===== config.mk =====
export PLATFORM = sky130hd
export DESIGN_NAME = digit_entry_loader
export DESIGN_NICKNAME = d
export VERILOG_FILES = /design/src/rtl/digit_entry_loader_pkg.sv /design/src/rtl/digit_entry_loader_bcd_shift3.sv /design/src/rtl/digit_entry_loader.sv
export SDC_FILE = /design/constraint.sdc
export NUM_CORES = 1
export LEC_CHECK = 0
export BUFFER_PORTS_ARGS = -buffer_cell sky130_fd_sc_hd__buf_2
export CAP_MARGIN = 25
export CORE_MARGIN = 4
export CORE_UTILIZATION = 42
export DETAILED_ROUTE_END_ITERATION = 16
export PLACE_DENSITY_LB_ADDON = 0.15
export SYNTH_ARGS = -nofsm -noshare
export SYNTH_HDL_FRONTEND = slang
export SYNTH_HIERARCHICAL = 1
export SYNTH_SLANG_ARGS = --single-unit

===== constraint.sdc =====
create_clock -name clock -period 1.2 [get_ports clock]
set_input_delay 0.24 -clock clock [delete_from_list [all_inputs] [get_ports clock]]
set_output_delay 0.24 -clock clock [all_outputs]
set_load 0.01 [all_outputs]

===== src/rtl/digit_entry_loader_pkg.sv =====
// Shared types and limits for the keypad digit-entry loader.
package digit_entry_loader_pkg;

    localparam int unsigned DIGIT_W      = 4;
    localparam int unsigned CNT_W        = 2;
    localparam int unsigned MAX_DIGITS   = 3;
    localparam int unsigned SEC_TENS_MAX = 5;
    localparam int unsigned DIGIT_MAX    = 9;

    typedef enum logic [1:0] {
        ST_IDLE  = 2'd0,
        ST_ENTRY = 2'd1,
        ST_LOAD  = 2'd2,
        ST_COOK  = 2'd3
    } state_e;

endpackage


===== src/rtl/digit_entry_loader_bcd_shift3.sv =====
// Three-digit BCD shift buffer (min / sec tens / sec ones) with digit count
// and the legality check for the next shifted-in key.
module bcd_shift3
    import digit_entry_loader_pkg::*;
(
    input  logic               clock,
    input  logic               clrn,
    input  logic               push_i,
    input  logic               clear_i,
    input  logic [DIGIT_W-1:0] code_i,
    output logic               legal_c_o,
    output logic [DIGIT_W-1:0] min_o,
    output logic [DIGIT_W-1:0] tens_o,
    output logic [DIGIT_W-1:0] ones_o,
    output logic [CNT_W-1:0]   digits_o
);

    logic [DIGIT_W-1:0] min_q,  min_d;
    logic [DIGIT_W-1:0] tens_q, tens_d;
    logic [DIGIT_W-1:0] ones_q, ones_d;
    logic [CNT_W-1:0]   digits_q, digits_d;

    // The current ones digit becomes the seconds-tens digit after a shift.
    assign legal_c_o = (code_i <= DIGIT_W'(DIGIT_MAX))
                    && (digits_q < CNT_W'(MAX_DIGITS))
                    && (ones_q <= DIGIT_W'(SEC_TENS_MAX));

    always_comb begin
        min_d    = min_q;
        tens_d   = tens_q;
        ones_d   = ones_q;
        digits_d = digits_q;
        if (clear_i) begin
            min_d    = '0;
            tens_d   = '0;
            ones_d   = '0;
            digits_d = '0;
        end else if (push_i && legal_c_o) begin
            min_d    = tens_q;
            tens_d   = ones_q;
            ones_d   = code_i;
            digits_d = digits_q + CNT_W'(1);
        end
    end

    always_ff @(posedge clock) begin
        if (!clrn) begin
            min_q    <= '0;
            tens_q   <= '0;
            ones_q   <= '0;
            digits_q <= '0;
        end else begin
            min_q    <= min_d;
            tens_q   <= tens_d;
            ones_q   <= ones_d;
            digits_q <= digits_d;
        end
    end

    assign min_o    = min_q;
    assign tens_o   = tens_q;
    assign ones_o   = ones_q;
    assign digits_o = digits_q;

endmodule


===== src/rtl/digit_entry_loader.sv =====
// Keypad time-entry controller: collects up to three BCD digits, loads them
// into the downstream counters on start, and enables counting until done.
module digit_entry_loader
    import digit_entry_loader_pkg::*;
(
    input  logic               clock,
    input  logic               clrn,
    input  logic               key_valid,
    input  logic [DIGIT_W-1:0] key_code,
    input  logic               key_start,
    input  logic               key_clear,
    input  logic               timer_done,
    output logic [DIGIT_W-1:0] min_d,
    output logic [DIGIT_W-1:0] sec_tens_d,
    output logic [DIGIT_W-1:0] sec_ones_d,
    output logic               loadn,
    output logic               cnt_clrn,
    output logic               en,
    output logic [CNT_W-1:0]   digits,
    output logic               key_err,
    output logic               done
);

    state_e state_q;
    logic   loadn_q, cnt_clrn_q, en_q, done_q, key_err_q;
    logic   push_c, clear_c, legal_c;

    // Start outranks a digit only where start actually does something (ENTRY).
    assign push_c  = key_valid && !key_clear
                  && ((state_q == ST_IDLE) || ((state_q == ST_ENTRY) && !key_start));
    assign clear_c = key_clear || ((state_q == ST_COOK) && timer_done);

    bcd_shift3 u_buf (
        .clock     (clock),
        .clrn      (clrn),
        .push_i    (push_c),
        .clear_i   (clear_c),
        .code_i    (key_code),
        .legal_c_o (legal_c),
        .min_o     (min_d),
        .tens_o    (sec_tens_d),
        .ones_o    (sec_ones_d),
        .digits_o  (digits)
    );

    always_ff @(posedge clock) begin
        if (!clrn) begin
            state_q    <= ST_IDLE;
            loadn_q    <= 1'b1;
            cnt_clrn_q <= 1'b0;
            en_q       <= 1'b0;
            done_q     <= 1'b0;
            key_err_q  <= 1'b0;
        end else begin
            loadn_q    <= 1'b1;
            cnt_clrn_q <= 1'b1;
            done_q     <= 1'b0;
            key_err_q  <= 1'b0;
            if (key_clear) begin
                state_q    <= ST_IDLE;
                cnt_clrn_q <= 1'b0;
                en_q       <= 1'b0;
            end else begin
                case (state_q)
                    ST_IDLE, ST_ENTRY: begin
                        if (key_start && (state_q == ST_ENTRY)) begin
                            state_q <= ST_LOAD;
                            loadn_q <= 1'b0;
                        end else if (key_valid) begin
                            if (legal_c) state_q   <= ST_ENTRY;
                            else         key_err_q <= 1'b1;
                        end
                    end
                    ST_LOAD: begin
                        state_q <= ST_COOK;
                        en_q    <= 1'b1;
                    end
                    ST_COOK: begin
                        if (timer_done) begin
                            state_q <= ST_IDLE;
                            done_q  <= 1'b1;
                            en_q    <= 1'b0;
                        end else begin
                            en_q <= 1'b1;
                        end
                    end
                    default: state_q <= ST_IDLE;
                endcase
            end
        end
    end

    assign loadn    = loadn_q;
    assign cnt_clrn = cnt_clrn_q;
    assign en       = en_q;
    assign done     = done_q;
    assign key_err  = key_err_q;

endmodule


==> flow_metrics.env <==
export IMPL_status="finished with violations"
export IMPL_violations="negative setup slack"
export IMPL_drv_slew=0
export IMPL_core_sq_um=1821
export IMPL_fin_crit_sh_pct=115.1
export IMPL_p_per_area_nw_per_um2=1021
export IMPL_overflow=0
export IMPL_htree_levels=1
export IMPL_cts_buffers=3
export IMPL_rsz0062_at_grt="yes"
export IMPL_grt_max_degree=21
export IMPL_irDropWorstVdd_mv=0.6778
export IMPL_antenna_found_initial=0
export IMPL_synth_seq_area_share_pct=49.70
export IMPL_first_iter_violations=7
export IMPL_max_slew_worst_pin_slew_ns=0.2732
export IMPL_hpwl_microns=1229
export IMPL_synthFlopType="dfxtp_1"
export IMPL_fin_tns_setup_ns=-2.194
export IMPL_ys_types=24
export IMPL_drt_first_pass_iters=3
export IMPL_fmax_mhz=723.8
export IMPL_cts_hold_buf=0
export IMPL_path_clk_slew_ns=0.12
export IMPL_synth_top_cell_by_area="dfxtp_1"
export IMPL_yosysWarningCount=6
export IMPL_clockBufferDepth=2
export IMPL_antenna_cells=0
export IMPL_post_place_ws_ns=-0.1460
export IMPL_synth_edf_count=0
export IMPL_drc=0
export IMPL_power_mw=1.168
export IMPL_cap_violations=0
export IMPL_syn_inst=83
export IMPL_groute_usage_overall_pct=12.92
export IMPL_finalWeightedCongestion=0.6894
export IMPL_ys_ff_latch=21
export IMPL_p_leak_nw=0.5356
export IMPL_die_h_microns=52.88
export IMPL_die_area_sq_um=2796
export IMPL_post_cts_setup_buffers=0
export IMPL_arrival_ns=1.58
export IMPL_clock_sinks=21
export IMPL_timing_hold_ws_ns=0.1903
export IMPL_min_path_type="primary input to flip-flop"
export IMPL_synth_top_area_share_pct=49.70
export IMPL_cts_root_buf="clkbuf_4"
export IMPL_required_ns=1.40
export IMPL_finalHoldViolations=0
export IMPL_fin_util_pct=62.89
export IMPL_finalClockSkew_ns=0.007418
export IMPL_wl_microns=1729
export IMPL_setup_viol=16
export IMPL_final_nets=136
export IMPL_initial_utilization_pct=46.46
export IMPL_grt_pass1_wl_microns=2628
export IMPL_routed_via_density=4.785
export IMPL_die_w_microns=52.88
export IMPL_routedWlPerCell_microns=11.60
export IMPL_first_global_vias=607
export IMPL_fin_ws_ns=-0.1815
export IMPL_rows=15
export IMPL_syn_area_sq_um=845.8
export IMPL_io_pins=29
export IMPL_fin_crit_ns=1.382
export IMPL_vias=713
export IMPL_crit_path_max_fanout=4
export IMPL_startpoint_type="flip-flop"
export IMPL_area_growth_pct=35.36
export IMPL_critPathKind="flip-flop to flip-flop"
export IMPL_worstSkewPairLatency_ns=0.29
export IMPL_synthArstFlopShare_pct=0
export IMPL_cp_end_kind="flip-flop"
export IMPL_numPortBuffers=28
export IMPL_avgSynthCellArea_sq_um=10.19
export IMPL_final_antenna_net_count=0
export IMPL_synth_top_cells_by_area="dfxtp_1 50%, mux2i_1 14%, nand2_1 8.9%, and3_4 2.7%, buf_12 2.4%"
export IMPL_syn_num_nets=94
export IMPL_drive_gt1_share_pct=45.16
export IMPL_cts_tree="yes"
export IMPL_maxSlewHeadroom_pct=81.73
## worst max-delay path, cell delays in order (launching register included)
cell,delay [ns]
dfxtp_2,0.36
ha_4,0.16
a211oi_4,0.27
and2_4,0.19
nand3b_1,0.09
a311oi_2,0.22
## registers in the layout, summed over array words and instances (netlist names), 2 cells and up
register / cells
u_buf/ones_o: 4
u_buf/min_o: 4
state_q: 2
u_buf/digits_o: 2
u_buf/tens_o: 4
## kinds of logic after synthesis
logic type / Yosys count / share of synthesized area, %
AO/OA/AOI/OAI: 5 / 4.586
adder cells (fa/ha/maj): 1 / 1.479
buffers and inverters: 5 / 4.734
flip-flops: 21 / 49.70
multiplexers: 12 / 14.20
AND/OR/NAND/NOR: 39 / 25.30
## area by class of cell
class | instances | area, sq um
multi-input cells | 58 | 425.4
clock buffers | 4 | 26.28
well taps | 25 | 31.28
fillers | 176 | 675.6
repair buffers | 39 | 229.0
flip-flops and latches | 21 | 425.4
inverters | 2 | 7.507
## placed cells by master, fill, tap and decap left out, drive strengths merged
master and instances:
buf 39, and2 1, a211oi 1, nand3b 1, mux2i 12, and3 3
o21ai 2, a21o 1, inv 2, nor3 1, clkbuf 4, nor2b 1
a311oi 1, or3 1, nor2 3, dfxtp 21, nor4b 1, nor3b 2
nand2b 4, nand2 20, ha 1, nand3 2
## metrics by stage
stage	instances	area, sq um
floorplan	83	855.8
CTS	148	1110
global placement	144	1077
detailed placement	144	1077
finish	149	1145
global route	149	1145
## metal layers
metal	GRT usage, %	share of wire [%]	vias up
met1	17.79	50	332
met4	6.383	1.3	0
met3	3.380	5.6	2
met5	0	0	-
met2	18.39	43	18
li1	-	-	361
## power breakdown
group	internal [mW]	switching (mW)
Sequential	0.706	0.00542
Combinational	0.0646	0.0607
Clock	0.129	0.203
## final timing paths
kind | from | to | slack, ns | cells past startpoint
max | u_buf/digits_o[1] | state_q[0] | -0.18 | 5
min | key_code[1] | u_buf/ones_o[1] | 0.19 | 3
max reg2reg | u_buf/digits_o[1] | state_q[0] | -0.18 | 5
min reg2reg | u_buf/min_o[1] | u_buf/min_o[1] | 0.46 | 2
## timing repair
action | CTS | global route
cloned | 0 | 1
endpoints found under the setup margin | 16 | 16
gates resized for setup | 1 | 6
pin swaps | 2 | 5
## Yosys cell counts, types with 2 or more instances
cell type	number
nor2_1	3
nor3b_1	2
o21ai_0	2
nand2_1	20
dfxtp_1	21
nand3_1	2
and3_4	2
mux2i_1	12
inv_1	2
nand2b_1	3
No activity file was read; power rests on OpenSTA's default activity.
